File: src/rtl/cpu_pkg.sv
// rtl/cpu_pkg.sv - shared types and defaults for the instruction fetch path
//
// Contents:
//   fetch_state_t    - fetch sequencer states
//   fetch_entry_t    - one fetched instruction together with its PC
//   DEF_RESET_VECTOR - default PC after reset
//   DEF_PC_STEP      - default sequential PC increment
package cpu_pkg;

   typedef enum logic [1:0] {
      IDLE  = 2'd0,
      FETCH = 2'd1,
      HOLD  = 2'd2,
      DROP  = 2'd3
   } fetch_state_t;

   typedef struct packed {
      logic [31:0] instr;
      logic [31:0] pc;
   } fetch_entry_t;

   localparam logic [31:0] DEF_RESET_VECTOR = 32'h0000_0000;
   localparam logic [31:0] DEF_PC_STEP      = 32'd4;

endpackage

File: src/rtl/fetch_ctrl_if.sv
// rtl/fetch_ctrl_if.sv - fetch controller bus: memory handshake, branch and decode sides
//
// Signals (direction seen from the master, i.e. the fetch controller):
//   BranchTaken, BranchAddr   in   redirect request and target
//   Stall                     in   decode cannot accept
//   MemAck, MemRData          in   memory response
//   MemReq, InstrAddr         out  memory request
//   InstrOut, InstrValid      out  instruction presented to decode
//   PCOut, PCAddrInc          out  PC of InstrOut and its link address
interface fetch_ctrl_if #(
   parameter int ADDR_W = 16
);

   logic              BranchTaken;
   logic [31:0]       BranchAddr;
   logic              Stall;
   logic              MemAck;
   logic [31:0]       MemRData;
   logic              MemReq;
   logic [ADDR_W-1:0] InstrAddr;
   logic [31:0]       InstrOut;
   logic              InstrValid;
   logic [31:0]       PCOut;
   logic [31:0]       PCAddrInc;

   modport master (
      input  BranchTaken, BranchAddr, Stall, MemAck, MemRData,
      output MemReq, InstrAddr, InstrOut, InstrValid, PCOut, PCAddrInc
   );

   modport slave (
      output BranchTaken, BranchAddr, Stall, MemAck, MemRData,
      input  MemReq, InstrAddr, InstrOut, InstrValid, PCOut, PCAddrInc
   );

endinterface

File: src/rtl/fetch_skid.sv
// rtl/fetch_skid.sv - one-entry skid buffer for a fetched instruction
//
// Ports:
//   i_clk, i_rst_n  clock, asynchronous active-low reset
//   i_load          capture i_entry and mark full
//   i_unload        mark empty after the entry has been taken
//   i_flush         discard the entry (wins over load/unload)
//   i_entry         instruction + PC to capture
//   o_entry         stored instruction + PC
//   o_full          entry holds valid data
module fetch_skid
   import cpu_pkg::*;
(
   input  logic         i_clk,
   input  logic         i_rst_n,
   input  logic         i_load,
   input  logic         i_unload,
   input  logic         i_flush,
   input  fetch_entry_t i_entry,
   output fetch_entry_t o_entry,
   output logic         o_full
);

   fetch_entry_t r_entry;
   logic         r_full;

   always_ff @(posedge i_clk or negedge i_rst_n) begin
      if (!i_rst_n) begin
         r_entry <= '0;
         r_full  <= 1'b0;
      end else if (i_flush) begin
         r_full <= 1'b0;
      end else if (i_load) begin
         r_entry <= i_entry;
         r_full  <= 1'b1;
      end else if (i_unload) begin
         r_full <= 1'b0;
      end
   end

   assign o_entry = r_entry;
   assign o_full  = r_full;

endmodule

File: src/rtl/fetch_ctrl.sv
// rtl/fetch_ctrl.sv - IF-stage fetch sequencer with PC, memory handshake and skid buffer
//
// Ports:
//   Clock   system clock, rising edge
//   nReset  asynchronous active-low reset
//   bus     fetch_ctrl_if.master: branch redirect, decode stall, memory
//           request/ack/data, and the instruction/PC presented to decode
module fetch_ctrl
   import cpu_pkg::*;
#(
   parameter logic [31:0] RESET_VECTOR = DEF_RESET_VECTOR,
   parameter logic [31:0] PC_STEP      = DEF_PC_STEP,
   parameter int          ADDR_W       = 16
)(
   input  logic          Clock,
   input  logic          nReset,
   fetch_ctrl_if.master  bus
);

   fetch_state_t      r_state;
   fetch_state_t      w_next_state;
   logic              r_boot;
   logic [31:0]       r_fetch_pc;
   logic [31:0]       w_next_pc;
   logic [ADDR_W-1:0] r_instr_addr;
   logic              r_mem_req;
   logic [31:0]       r_instr;
   logic [31:0]       w_next_instr;
   logic [31:0]       r_pc_out;
   logic [31:0]       w_next_pc_out;
   logic              r_valid;
   logic              w_next_valid;

   logic              w_ack;
   logic              w_consume;
   logic              w_slot_free;
   logic              w_skid_load;
   logic              w_skid_unload;
   logic              w_skid_flush;
   logic              w_skid_full;
   fetch_entry_t      w_skid_in;
   fetch_entry_t      w_skid_out;

   // An ack only counts against a request we actually raised.
   assign w_ack       = bus.MemAck && r_mem_req;
   assign w_consume   = r_valid && !bus.Stall;
   assign w_slot_free = !r_valid || w_consume;
   assign w_skid_in   = fetch_entry_t'{instr: bus.MemRData, pc: r_fetch_pc};

   fetch_skid u_skid (
      .i_clk    (Clock),
      .i_rst_n  (nReset),
      .i_load   (w_skid_load),
      .i_unload (w_skid_unload),
      .i_flush  (w_skid_flush),
      .i_entry  (w_skid_in),
      .o_entry  (w_skid_out),
      .o_full   (w_skid_full)
   );

   always_comb begin
      w_next_state  = r_state;
      w_next_pc     = r_fetch_pc;
      w_next_instr  = r_instr;
      w_next_pc_out = r_pc_out;
      w_next_valid  = r_valid && !w_consume;
      w_skid_load   = 1'b0;
      w_skid_unload = 1'b0;
      w_skid_flush  = 1'b0;

      case (r_state)
         // r_boot is clear on the first edge after reset release, so IDLE
         // spans that edge and hands over to FETCH on the next one.
         IDLE: begin
            if (r_boot) begin
               w_next_state = FETCH;
            end
         end

         FETCH: begin
            if (bus.BranchTaken) begin
               w_next_pc    = bus.BranchAddr;
               w_next_valid = 1'b0;
               w_skid_flush = 1'b1;
               // Without an ack the wrong-path request is still in flight
               // and must be drained before fetching from the target.
               w_next_state = w_ack ? FETCH : DROP;
            end else if (w_ack) begin
               w_next_pc = r_fetch_pc + PC_STEP;
               if (w_slot_free) begin
                  w_next_instr  = bus.MemRData;
                  w_next_pc_out = r_fetch_pc;
                  w_next_valid  = 1'b1;
               end else begin
                  w_skid_load  = 1'b1;
                  w_next_state = HOLD;
               end
            end
         end

         HOLD: begin
            if (bus.BranchTaken) begin
               w_next_pc    = bus.BranchAddr;
               w_next_valid = 1'b0;
               w_skid_flush = 1'b1;
               w_next_state = FETCH;
            end else if (w_consume && w_skid_full) begin
               w_next_instr  = w_skid_out.instr;
               w_next_pc_out = w_skid_out.pc;
               w_next_valid  = 1'b1;
               w_skid_unload = 1'b1;
               w_next_state  = FETCH;
            end
         end

         DROP: begin
            if (bus.BranchTaken) begin
               w_next_pc    = bus.BranchAddr;
               w_next_valid = 1'b0;
               w_skid_flush = 1'b1;
            end else if (w_ack) begin
               w_next_state = FETCH;
            end
         end

         default: begin
            w_next_state = IDLE;
         end
      endcase
   end

   always_ff @(posedge Clock or negedge nReset) begin
      if (!nReset) begin
         r_state      <= IDLE;
         r_boot       <= 1'b0;
         r_fetch_pc   <= RESET_VECTOR;
         r_instr_addr <= RESET_VECTOR[ADDR_W-1:0];
         r_mem_req    <= 1'b0;
         r_instr      <= 32'h0;
         r_pc_out     <= 32'h0;
         r_valid      <= 1'b0;
      end else begin
         r_boot     <= 1'b1;
         r_state    <= w_next_state;
         r_fetch_pc <= w_next_pc;
         r_mem_req  <= (w_next_state == FETCH) || (w_next_state == DROP);
         // In DROP the old request is still outstanding, so its address is
         // held while FetchPC already points at the branch target.
         if (w_next_state != DROP) begin
            r_instr_addr <= w_next_pc[ADDR_W-1:0];
         end
         r_instr  <= w_next_instr;
         r_pc_out <= w_next_pc_out;
         r_valid  <= w_next_valid;
      end
   end

   assign bus.MemReq     = r_mem_req;
   assign bus.InstrAddr  = r_instr_addr;
   assign bus.InstrOut   = r_instr;
   assign bus.InstrValid = r_valid;
   assign bus.PCOut      = r_pc_out;
   assign bus.PCAddrInc  = r_pc_out + PC_STEP;

endmodule

File: src/flat_wrapper.sv
// flat-port wrapper written by rule: the top's interface ports become plain ports
module fetch_ctrl_flat import cpu_pkg::*;
#(
   parameter logic [31:0] RESET_VECTOR = DEF_RESET_VECTOR,
   parameter logic [31:0] PC_STEP      = DEF_PC_STEP,
   parameter int          ADDR_W       = 16
)
  (Clock, nReset, bus_BranchTaken, bus_BranchAddr, bus_Stall, bus_MemAck, bus_MemRData, bus_MemReq, bus_InstrAddr, bus_InstrOut, bus_InstrValid, bus_PCOut, bus_PCAddrInc);
  fetch_ctrl_if #(.ADDR_W(ADDR_W)) bus_i ();
  input  logic Clock;
  input  logic nReset;
  input wire logic [$bits(bus_i.BranchTaken)-1:0] bus_BranchTaken;
  input wire logic [$bits(bus_i.BranchAddr)-1:0] bus_BranchAddr;
  input wire logic [$bits(bus_i.Stall)-1:0] bus_Stall;
  input wire logic [$bits(bus_i.MemAck)-1:0] bus_MemAck;
  input wire logic [$bits(bus_i.MemRData)-1:0] bus_MemRData;
  output wire logic [$bits(bus_i.MemReq)-1:0] bus_MemReq;
  output wire logic [$bits(bus_i.InstrAddr)-1:0] bus_InstrAddr;
  output wire logic [$bits(bus_i.InstrOut)-1:0] bus_InstrOut;
  output wire logic [$bits(bus_i.InstrValid)-1:0] bus_InstrValid;
  output wire logic [$bits(bus_i.PCOut)-1:0] bus_PCOut;
  output wire logic [$bits(bus_i.PCAddrInc)-1:0] bus_PCAddrInc;
  assign bus_i.BranchTaken = bus_BranchTaken;
  assign bus_i.BranchAddr = bus_BranchAddr;
  assign bus_i.Stall = bus_Stall;
  assign bus_i.MemAck = bus_MemAck;
  assign bus_i.MemRData = bus_MemRData;
  assign bus_MemReq = bus_i.MemReq;
  assign bus_InstrAddr = bus_i.InstrAddr;
  assign bus_InstrOut = bus_i.InstrOut;
  assign bus_InstrValid = bus_i.InstrValid;
  assign bus_PCOut = bus_i.PCOut;
  assign bus_PCAddrInc = bus_i.PCAddrInc;
  fetch_ctrl #(.RESET_VECTOR(RESET_VECTOR), .PC_STEP(PC_STEP), .ADDR_W(ADDR_W)) u_core (.Clock(Clock), .nReset(nReset), .bus(bus_i));
endmodule
File: config.mk
export PLATFORM = sky130hd
export DESIGN_NAME = fetch_ctrl_flat
export DESIGN_NICKNAME = d
export VERILOG_FILES = /design/src/rtl/cpu_pkg.sv /design/src/rtl/fetch_ctrl_if.sv /design/src/rtl/fetch_skid.sv /design/src/rtl/fetch_ctrl.sv /design/src/flat_wrapper.sv
export SDC_FILE = /design/constraint.sdc
export NUM_CORES = 1
export LEC_CHECK = 0
export ABC_AREA = 1
export BUFFER_PORTS_ARGS = -buffer_cell sky130_fd_sc_hd__buf_2
export CAP_MARGIN = 20
export CORE_AREA = 2 2 142 199
export CTS_BUF_LIST = sky130_fd_sc_hd__clkbuf_4
export CTS_CLUSTER_SIZE = 10
export DETAILED_ROUTE_END_ITERATION = 10
export DIE_AREA = 0 0 144 201
export PLACE_DENSITY = 0.61
export SLEW_MARGIN = 25
export SYNTH_ARGS = -nofsm -noshare
export SYNTH_HDL_FRONTEND = slang
export SYNTH_SLANG_ARGS = --single-unit
File: constraint.sdc
create_clock -name Clock -period 1.9 [get_ports Clock]
set_input_delay 0.57 -clock Clock [delete_from_list [all_inputs] [get_ports Clock]]
set_output_delay 0.57 -clock Clock [all_outputs]
set_load 0.02 [all_outputs]
# Word level (Yosys, flattened, before mapping)
# Index checks and enable logic that the tools add are counted.
[totals]
inputBits = 69
word_cells = 91
regBits = 182
out_inout_bits = 114
[op_classes]
reduce_logical = 18
bitwise_logic = 1
eq_ne = 13
n_mux = 45
addsub = 2
[op_table]
columns = ["cell", "count"]
rows = [
  ["2-to-1 mux 32 bit", 13],
  ["one-hot mux 32 bit (2 select lines)", 3],
  ["adder 32 x 3 -> 32 bit (second input constant)", 2],
  ["2-to-1 mux 1 bit", 18],
  ["2-to-1 mux 2 bit", 9],
  ["inequality test 2 x 1 -> 1 bit (second input constant)", 4],
  ["one-hot mux 2 bit (4 select lines)", 1],
  ["equality test 2 bit (second input constant)", 3],
  ["inequality test 2 bit (second input constant)", 3],
  ["AND reduction 6 bit", 1],
  ["equality test 2 x 1 -> 1 bit (second input constant)", 2],
  ["logical AND 1 bit", 4],
  ["nonzero test 2 bit", 2],
  ["zero test 1 bit", 3],
  ["inequality test 3 x 2 -> 1 bit (second input constant)", 1],
  ["one-hot mux 1 bit (3 select lines)", 1],
  ["AND reduction 3 bit", 1],
  ["nonzero test 3 bit", 1],
  ["OR reduction 3 bit", 1],
  ["zero test 2 bit", 1],
  ["logical OR 1 bit", 2],
  ["AND reduction 2 bit", 1],
  ["OR reduction 2 bit", 1],
  ["NOT 1 bit", 1],
]

# Depth between registers and ports, before layout
# Gate-level depths: netlist of run 1.
[logic_depth]
word_depth = 9
mapped_depth = 11
ltp_nobuf = 11

# Hierarchy
# From an unflattened synthesis of run 1, not the netlist that was laid out.
[unflattened]
hier_cells = 1303
area_unflattened_um2 = 9758.1
[by_module_without_submodules]
columns = ["module", "seq_area_each_um2", "cells_each", "area_per_inst_um2", "n_inst"]
rows = [
  ["fetch_ctrl", 2902.8, 1020, 7170.6, 1],
  ["fetch_skid", 1626.6, 283, 2587.5, 1],
]

# Least setup slack after synthesis of run 1
# No wires, ideal clock.
[synth_timing]
path_kind = "reg2out"
from = "register u_core.r_pc_out[8], in the netlist u_core.bus.PCOut[8]"
to = "output port bus_PCAddrInc[19]"
arrival_ns = 1.794
path_slack_ns = -0.464
n_path_buf = 0
stages_incl_launch_ff = 8
required_time_ns = 1.330
path_cell_list = "dfrtp_1 -> nand2_1 -> nor3_2 -> nand2_1 -> nor2_1 -> nand2_1 -> nor2_1 -> xor2_1"
[synth_via]
elab_chain_len = 1
[synth_rtl]
columns = ["item", "line_no", "rtl"]
rows = [
  ["from (decl)", "fetch_ctrl.sv:29", "logic [31:0] r_pc_out;"],
  ["from (signal assigned)", "fetch_ctrl.sv:153", "r_pc_out <= w_next_pc_out;"],
  ["adder 32 x 3 -> 32 bit", "fetch_ctrl.sv:163", "assign bus.PCAddrInc = r_pc_out + PC_STEP;"],
  ["to (decl)", "flat_wrapper.sv:22", "output wire logic [$bits(bus_i.PCAddrInc)-1:0] bus_PCAddrInc;"],
]
# No other way between the ends.

# Final worst setup path of run 1
[layout_timing]
from = "register u_core.r_pc_out[2], in the netlist u_core.bus.PCOut[2]"
to = "output port bus_PCAddrInc[24]"
# Same word-level chain as after synthesis.

==> impl_metrics.csv, run 1 <==
group,metric,value,unit
detailed_routing,drt_first_iter_violations,552,
sta,rsz0062_at_grt,"true",
outcome,failed_checks,"setup timing",
cts,cts_max_level,4,
sta,setup_ws,-824,ps
placed_design,hpwlAfterDp,21300,um
yosys,postSynthNetCount,1350,
detailed_routing,drtPass1Iterations,5,
global_route,grt_max_degree,130,
yosys,seq_area_frac_synth,48.2,%
global_route,grt.total_usage,19.9,%
sta,maxSlewViolCount,0,
die,die_area,0.0289,sq mm
cts,clk_latency,610,ps
worst_setup_path,cp_num_cells,8,
final_layout,layout.cells.non_filler,1953,
final_layout,final_common_cell,"nand2_1",
global_route,grt_overflow,0,
pwr,vdd_ir_drop_max,0.000710,V
placed_design,port_buffers,182,
detailed_routing,drc,0,
cts,clockBufferDepth,2,
sta,fin_crit,2720,ps
yosys,netlist_area,0.00939,sq mm
worst_setup_path,reg2reg_to,"u_core.bus.PCOut[12]",
final_layout,final_nets,1640,
detailed_routing,post_drt_wl_per_cell,14.7,um
die,ioPinCount,183,
worst_setup_path,crit_start,"u_core.bus.PCOut[2]",
pwr,p_per_area,1450,mW/mm^2
worst_setup_path,critPathKind,"reg -> out",
cts,cts-root-buf,"clkbuf_4",
worst_setup_path,crit_family,"simple AND/OR/NAND/NOR gates",
pwr,p_leak,6.52,nW
die,std_cell_rows,72,
cts,cts_tree,"done",
placed_design,place_area,0.0119,sq mm
die,core-area,0.0273,sq mm
cts,clk_pin_slew,170,ps
sta,fin_setup_tns,-20820,ps
detailed_routing,wirelength,28700,um
worst_setup_path,cp.required,1330,ps
worst_setup_path,cp_slowest_cell,"dfrtp_2",
worst_setup_path,cp_cell_sequence,"ha_4 > nand3_4 > nor2_4 > nand3_4 > nor2_4 > nand2_4 > xor2_4 > buf_6",
outcome,outcome,"finished, violations left",
yosys,ys_ff_latch,181,
cts,numCtsBuffers,17,
global_route,antenna_found_initial,1,
worst_setup_path,critPathBufInv,1,
global_route,grt_pass1_wl,45500,um
placed_design,dp.cells,1888,
cts,cts.sinks,181,
detailed_routing,vias,9279,
worst_setup_path,reg2reg_setup_slack,100,ps
yosys,yosys_warnings,0,
hold_path,min_path_type,"in -> reg",
die,die_y,201,um
run,maxCapViolCount,0,
final_layout,drive_above_1_share,30.8,%
detailed_routing,drt-vias-per-instance,4.75,
worst_setup_path,crit_fanout,4,
worst_setup_path,start_kind,"register",
worst_setup_path,r2r_start,"u_core.r_state[1]",
yosys,syn_inst,1279,
final_layout,fin_area,0.0132,sq mm
sta,setup_violations,43,
worst_setup_path,max_stage_delay,450,ps
worst_setup_path,critPathCapture,"bus_PCAddrInc[24]",
die,die_x,144,um
placed_design,gp_congestion,0.887,
worst_setup_path,endpoint_kind,"primary output",
sta,fin_skew,32.5,ps
yosys,yosysUniqueCellTypes,31,
die,initial_core_util,34.4,%
worst_setup_path,r2r_cells,9,
sta,finalHoldViolCount,0,
detailed_routing,drtAntennaViolNets,0,
yosys,avgSynthCellArea,7.34,sq um
sta,finalCritPeriodShare,143,%
worst_setup_path,cp_data_arrival_time,2150,ps
global_route,grt_pass1_vias,8923,
final_layout,syn2layout_area_growth,40.2,%
sta,fmax,0.367,GHz
final_layout,layout_common_cells,"nand2_1, dfrtp_1, nor2_1",
through the flow:
stage               power [W]  hold slack, ps  setup WS [ps]  utilization (%)
detailed placement     0.0154             437           -289             43.7
global placement       0.0153             438           -262             43.7
floorplan              0.0117             274           -211                -
finish                 0.0190             202           -824             48.2
global route           0.0204             136           -988             48.2
CTS                    0.0187             145           -889             47.2
cell usage after synthesis (all sizes together):
library cell / instances / area, sq um
nand2: 359 / 1350
dfrtp: 181 / 4530
o21ai: 163 / 816
nor2: 158 / 608
inv: 131 / 492
a21oi: 103 / 519
nand3: 48 / 240
buf: 36 / 178
xor2: 24 / 210
clkbuf: 23 / 86.3
nor3: 16 / 90.1
nand4: 13 / 81.3
o211ai: 6 / 45.0
a22oi: 4 / 30.0
nand3b: 3 / 22.5
nor4: 3 / 18.8
o21a: 3 / 22.5
ha: 2 / 25.0
a2bb2oi: 1 / 8.76
conb: 1 / 3.75
nor4b: 1 / 8.76
worst min-delay path: stages:
cell and delay [ps]:
buf_2 90, inv_1 60, o21ai_1 70
layer usage:
layer | vias to the layer above | global-route usage (%) | part of all wire [%]
met5 | - | 0 | 0
met4 | 0 | 10.3 | 4.7
met3 | 64 | 3.27 | 3.7
met2 | 221 | 33.5 | 49
met1 | 4330 | 24.2 | 42
li1 | 4664 | - | -
registers in the layout, indices dropped and copies added, names as in the netlist, 16 cells and up:
signal / count
u_core.r_fetch_pc: 32
u_core.bus.PCOut: 32
u_core.bus.InstrAddr: 16
u_core.u_skid.o_entry: 64
u_core.bus.InstrOut: 32
report_power, final:
group / switching [W] / internal [W] / total, W
Combinational: 0.00580 / 0.00440 / 0.0102
Clock: 0.00154 / 0.000577 / 0.00212
Sequential: 0.00120 / 0.00551 / 0.00671
layout make-up:
class,count,area (sq um)
fillers,2677,14100
multi-input cells,908,4670
flip-flops and latches,181,4560
repair buffers,330,2700
inverters,131,498
well taps,370,463
clock inverters,15,139
clock buffers,17,128
diodes,1,2.50
cells by family (layout without fill, tap and decap cells):
logic type | Yosys count | after routing | share of synthesized area, %
AOI/OAI and AO/OA | 280 | 280 | 15.4
xor gates and xnor gates | 24 | 24 | 2.24
other | 1 | 2 | 0.0399
adders and majority gates | 2 | 2 | 0.267
buffers and inverters | 190 | 493 | 8.05
and+or+nand+nor | 601 | 601 | 25.8
DFF | 181 | 181 | 48.2
worst min path at each step:
| stage | from | to | slack, ps | depth (start not counted) |
|---|---|---|---|---|
| global route | bus_MemRData[31] | u_core.u_skid.o_entry[63] | 140 | 3 |
| floorplan | nReset | u_core.bus.InstrAddr[0] | 270 | 0 |
| detailed placement | nReset | u_core.r_fetch_pc[22] | 440 | 1 |
| global placement | nReset | u_core.u_skid.o_entry[26] | 440 | 1 |
| finish | bus_MemRData[4] | u_core.u_skid.o_entry[36] | 200 | 3 |
| CTS | bus_MemRData[11] | u_core.u_skid.o_entry[43] | 150 | 3 |
what timing repair did:
item,in CTS,in global routing
endpoints found under the setup margin,55,129
hold buffers,1,0
resized for setup,161,63
setup buffers,21,27
pin swaps,28,23
endpoints found under the hold margin,39,0
Power figures use the tool's default switching activity.
==> run 2: changes to the inputs <==
==> constraint.sdc (replaced) <==
create_clock -name Clock -period 1.9 [get_ports Clock]
set_input_delay 0.57 -clock Clock [delete_from_list [all_inputs] [get_ports Clock]]
set_output_delay 0.57 -clock Clock [all_outputs]
set_load 0.005 [all_outputs]
==> run 2 against run 1 <==
  * The run still ends with setup timing left
  * Cell count increased by 0.10%
  * Design area down 2.3%
  * Clock power grew 22%
  * Register-to-register slack gained 50 ps
  * Sequential power fell by 0.7%
  * Clock skew fell by 9.7 ps
  * Largest cell class is now flip-flops and latches
  * Global-route usage about the same
  * Critical path depth unchanged
  * Core utilization is 1.1 points lower
  * Hold slack worse by 34 ps
  * Routed wire length shrank 0.93%
==> impl_metrics.csv, run 2 (synthesized netlist as in run 1, its figures left out) <==
group,metric,value,unit
run,maxCapViolCount,0,
placed_design,hpwlAfterDp,21300,um
sta,fmax,0.353,GHz
final_layout,largest_reg_flops,64,
sta,worst_pin_slew,688,ps
pwr,p_per_area,1350,mW/mm^2
sta,fin_skew,22.8,ps
detailed_routing,drt_first_iter_violations,452,
detailed_routing,drt-vias-per-instance,4.74,
final_layout,drive_above_1_share,28.0,%
final_layout,fin_area,0.0129,sq mm
die,die_area,0.0289,sq mm
placed_design,dp.cells,1899,
sta,finalHoldViolCount,0,
sta,fin_crit,2830,ps
final_layout,final_nets,1642,
final_layout,syn2layout_area_growth,36.9,%
cts,cts_tree,"done",
cts,cts.sinks,181,
final_layout,layout_common_cells,"nand2_1, dfrtp_1, buf_2",
sta,max_slew_margin,54.1,%
die,initial_core_util,34.4,%
placed_design,place_area,0.0117,sq mm
detailed_routing,drc,0,
worst_setup_path,start_kind,"register",
detailed_routing,drtAntennaViolNets,0,
global_route,grt.total_usage,19.9,%
detailed_routing,wirelength,28400,um
cts,clk_latency,650,ps
sta,maxSlewViolCount,0,
die,die_y,201,um
pwr,vdd_ir_drop_max,0.000456,V
global_route,antenna_found_initial,1,
global_route,grt_overflow,0,
sta,rsz0062_at_grt,"true",
worst_setup_path,cp_cell_sequence,"nand2_2 > nor3_4 > buf_4 > nand3_4 > nor2_4 > buf_4 > xor2_1 > buf_2",
cts,numCtsBuffers,17,
pwr,pwr-share-comb,46.9,%
pwr,seqPwrFrac,38.3,%
die,die_x,144,um
cts,cts_max_level,4,
detailed_routing,drtPass1Iterations,5,
placed_design,gp_congestion,0.912,
worst_setup_path,cp.required,1330,ps
cts,clockBufferDepth,2,
worst_setup_path,cp_slowest_cell,"dfrtp_1",
pwr,switchingPower,0.00682,W
sta,setup_violations,39,
detailed_routing,post_drt_wl_per_cell,14.5,um
placed_design,dp_slack,-284,ps
die,std_cell_rows,72,
worst_setup_path,crit_fanout,4,
outcome,failed_checks,"setup timing",
die,core-area,0.0273,sq mm
worst_setup_path,reg2reg_setup_slack,150,ps
worst_setup_path,max_stage_delay,410,ps
pwr,finalPower,0.0174,W
placed_design,port_buffers,182,
sta,fin_setup_tns,-22420,ps
worst_setup_path,path_common_cell,"buf_4",
hold_path,min_path_type,"in -> reg",
global_route,grt_pass1_wl,45500,um
pwr,intPower,0.0106,W
worst_setup_path,critPathKind,"reg -> out",
final_layout,final_common_cell,"nand2_1",
pwr,p_leak,6.48,nW
cts,cts-root-buf,"clkbuf_4",
global_route,grt_max_degree,77,
worst_setup_path,endpoint_kind,"primary output",
detailed_routing,vias,9275,
global_route,grt_pass1_vias,9105,
final_layout,layout.cells.non_filler,1955,
pwr,p_sw_share,39.2,%
final_layout,nFillCells,2719,
sta,finalCritPeriodShare,149,%
outcome,outcome,"finished, violations left",
pwr,clockPowerShare,14.8,%
cts,clk_pin_slew,150,ps
die,ioPinCount,183,
worst_setup_path,cp_data_arrival_time,2260,ps
sta,setup_ws,-933,ps
run 2: final cells by class:
class,count,area (sq um),share of cell area [%]
sequential,181,4540,35.3
antenna,1,2.50,0.0195
clock buffer,18,135,1.05
multi-input combinational,908,4450,34.6
inverter,131,499,3.88
tap,370,463,3.60
clock inverter,14,206,1.61
timing repair buffer,332,2560,20.0
run 2: through the flow:
step	hold slack [ps]	utilization, %
finish	168	47.1
global route	127	47.1
CTS	116	45.8
detailed placement	458	42.9
global placement	452	42.9
floorplan	274	-
run 2: per-layer routing:
metal  track usage [%]  part of all wire [%]  vias to the layer above
met1              23.8                    42                     4327
met3              3.53                   4.1                       47
met4              8.30                   3.4                        0
met2              34.7                    51                      214
met5                 0                     0                        -
li1                  -                     -                     4687
run 2: what timing repair did:
item | in CTS | in global routing
endpoints found under the hold margin | 26 | 0
hold buffers | 1 | 0
endpoints found under the setup margin | 59 | 72
buffers inserted | 15 | 20
gates resized for setup | 78 | 72
pin swaps | 13 | 30
run 2: worst paths after layout:
path	from	end	cells past startpoint
max in group asynchronous	nReset	u_core.r_state[1]	3
max reg2reg	u_core.r_fetch_pc[7]	u_core.bus.InstrAddr[14]	10
min in group asynchronous	nReset	u_core.u_skid.o_entry[59]	2
min	bus_MemRData[27]	u_core.u_skid.o_entry[59]	3
max	u_core.bus.PCOut[7]	bus_PCAddrInc[18]	8
min reg2reg	u_core.bus.InstrAddr[4]	u_core.bus.InstrAddr[4]	2
run 2: power groups by stage:
stage               sequential (W)  clock (W)  combinational, W
floorplan                  0.00662          0           0.00353
global placement           0.00658          0           0.00704
detailed placement         0.00665          0           0.00713
CTS                        0.00659    0.00267           0.00783
global route               0.00689    0.00283           0.00911
finish                     0.00666    0.00258           0.00814
run 2: critical path: cells and delay by family (launching register included):
kind,cells,cell delay [ps]
xor gates and xnor gates,1,170
DFF,1,410
buffers and inverters,3,440
and+or+nand+nor,4,610
==> run 3: changes to the inputs <==
--- a/config.mk
+++ b/config.mk
@@ -8,12 +8,14 @@
 export ABC_AREA = 1
 export BUFFER_PORTS_ARGS = -buffer_cell sky130_fd_sc_hd__buf_2
 export CAP_MARGIN = 20
-export CORE_AREA = 2 2 142 199
+export CELL_PAD_IN_SITES_DETAIL_PLACEMENT = 1
+export CELL_PAD_IN_SITES_GLOBAL_PLACEMENT = 2
+export CORE_AREA = 2 2 156 218
 export CTS_BUF_LIST = sky130_fd_sc_hd__clkbuf_4
 export CTS_CLUSTER_SIZE = 10
 export DETAILED_ROUTE_END_ITERATION = 10
-export DIE_AREA = 0 0 144 201
-export PLACE_DENSITY = 0.61
+export DIE_AREA = 0 0 158 220
+export PLACE_DENSITY = 0.82
 export SLEW_MARGIN = 25
 export SYNTH_ARGS = -nofsm -noshare
 export SYNTH_HDL_FRONTEND = slang
==> run 3 against run 2 <==
  * The flow still finishes with violations (setup timing)
  * Setup slack worse by 34 ps
  * Highest routed layer unchanged
  * Design area up 1.5%
  * Die area is 20% higher
  * Core utilization is 7.6 points lower
  * Sequential share of layout area is 0.50 points lower
  * Via count grew 2.6%
  * Sequential cell count did not move
  * Clock power down 7%
  * Cell count up 4.3%
  * First-iteration DRC count rose by 4.2%
  * Critical path depth stayed put
==> impl_metrics.csv, run 3 (synthesized netlist as in run 1, its figures left out) <==
group,metric,value,unit
cts,clockBufferDepth,2,
detailed_routing,drt_first_iter_violations,471,
final_layout,drive_above_1_share,28.6,%
pwr,p_per_area,1350,mW/mm^2
cts,cts.sinks,181,
detailed_routing,drtAntennaViolNets,0,
cts,cts_tree,"done",
hold_path,min_path_type,"in -> reg",
cts,cts-root-buf,"clkbuf_4",
die,ioPinCount,183,
detailed_routing,drtPass1Iterations,4,
global_route,grtUsageMet2,34.7,%
detailed_routing,wirelength,32800,um
global_route,grt-busiest-layer,"met2",
detailed_routing,post_drt_wl_per_cell,16.1,um
placed_design,port_buffers,182,
worst_setup_path,crit_fanout,5,
final_layout,final_common_cell,"nand2_1",
worst_setup_path,r2r_cells,10,
pwr,finalPower,0.0176,W
placed_design,gp_congestion,0.854,
worst_setup_path,start_kind,"register",
global_route,met3_usage,3.24,%
worst_setup_path,cp.required,1330,ps
final_layout,final_nets,1652,
die,std_cell_rows,79,
sta,setup_ws,-967,ps
pwr,p_leak,6.58,nW
cts,cts_max_level,4,
detailed_routing,drc,0,
die,die_area,0.0348,sq mm
die,core-area,0.0330,sq mm
global_route,grt_overflow,0,
placed_design,hpwlAfterDp,24600,um
global_route,grt_use_met1,22.0,%
outcome,outcome,"finished, violations left",
sta,setup_violations,44,
die,die_y,220,um
worst_setup_path,reg2reg_setup_slack,100,ps
cts,clk_latency,650,ps
worst_setup_path,reg2reg_to,"u_core.r_fetch_pc[24]",
global_route,grt_pass1_wl,51900,um
sta,fmax,0.349,GHz
pwr,vdd_ir_drop_max,0.000393,V
final_layout,syn2layout_area_growth,38.9,%
die,initial_core_util,28.4,%
sta,fin_skew,31.6,ps
hold_path,worstHoldPathCells,3,
global_route,grt_max_degree,106,
global_route,antenna_found_initial,1,
worst_setup_path,critPathKind,"reg -> out",
cts,numCtsBuffers,17,
global_route,grt.total_usage,18.9,%
cts,clk_pin_slew,160,ps
final_layout,largest_reg_flops,64,
detailed_routing,drt-vias-per-instance,4.67,
sta,rsz0062_at_grt,"true",
detailed_routing,vias,9519,
final_layout,layout_common_cells,"nand2_1, dfrtp_1, buf_2",
worst_setup_path,r2r_start,"u_core.bus.MemReq",
global_route,grt_pass1_vias,10000,
die,die_x,158,um
worst_setup_path,endpoint_kind,"primary output",
final_layout,final_util,39.5,%
outcome,failed_checks,"setup timing",
worst_setup_path,cp_data_arrival_time,2300,ps
hold_path,hp-start,"bus_MemRData[2]",
run,maxCapViolCount,0,
sta,maxSlewViolCount,0,
sta,finalCritPeriodShare,151,%
sta,finalHoldViolCount,0,
hold_path,worstHoldEndpoint,"u_core.u_skid.o_entry[34]",
final_layout,nFillCells,4143,
sta,fin_crit,2870,ps
==> run 3: cell count changes in the layout (fill, tap and decap cells not counted), sizes merged <==
cell | before | now
clkinv | 6 | 8
inv | 133 | 134
bufinv | 5 | 3
buf | 331 | 340
==> run 3: how the worst max path moves through the flow <==
stage | from | to | cells after the start
after global placement | u_core.bus.PCOut[2] | bus_PCAddrInc[28] | 9
after global routing | u_core.bus.PCOut[10] | bus_PCAddrInc[24] | 8
after CTS | u_core.bus.PCOut[8] | bus_PCAddrInc[25] | 10
after detailed placement | u_core.bus.PCOut[2] | bus_PCAddrInc[28] | 9
final | u_core.bus.PCOut[10] | bus_PCAddrInc[24] | 8
after floorplan | u_core.bus.PCOut[9] | bus_PCAddrInc[19] | 7
==> run 3: stage by stage <==
step	std cells	worst slack, ps	hold slack (ps)	instance area (sq um)	setup TNS [ps]
2_1_floorplan	1279	-14.6	274	9440	-42.6
3_3_place_gp	1981	-296	452	11900	-3390
3_5_place_dp	1981	-318	459	11900	-5310
4_1_cts	2026	-996	101	12800	-26840
5_1_grt	2040	-1120	124	13000	-30720
6_report	2040	-967	177	13000	-24630
==> run 3: timing repair <==
item / in CTS / in global routing
endpoints found under the hold margin: 28 / 0
buffers inserted: 18 / 25
resized for setup: 109 / 58
pin swaps: 19 / 26
endpoints found under the setup margin: 60 / 142
hold buffers: 1 / 0
==> run 3: final cells by class <==
| cell class | count | area [sq um] | share of cell area (%) |
|---|---|---|---|
| tap | 445 | 557 | 4.27 |
| clock inverter | 15 | 179 | 1.37 |
| inverter | 131 | 499 | 3.83 |
| clock buffer | 17 | 128 | 0.979 |
| timing repair buffer | 342 | 2660 | 20.4 |
| antenna | 1 | 2.50 | 0.0192 |
| sequential | 181 | 4540 | 34.8 |
| multi-input combinational | 908 | 4480 | 34.4 |
==> run 3: worst max-delay path: stages, from the launching register on <==
cell	delay (ps)
dfrtp_1	430
inv_2	80
nor3_4	280
buf_4	170
nand3_4	140
nor2_4	170
nand2_2	90
xor2_1	150
buf_2	150
==> run 3: power breakdown <==
group	switching (W)	leakage, nW	internal, W	total [W]
Sequential	0.00124	2.23	0.00548	0.00672
Clock	0.00147	0.163	0.000923	0.00239
Combinational	0.00447	4.18	0.00397	0.00844
Total	0.00718	6.58	0.0104	0.0176
==> run 3: routing by layer <==
layer  up-vias  routed length, um
met5         -                  0
met4         0                761
met3        33               1140
met2       157              17200
met1      4636              13700
li1       4693                  -
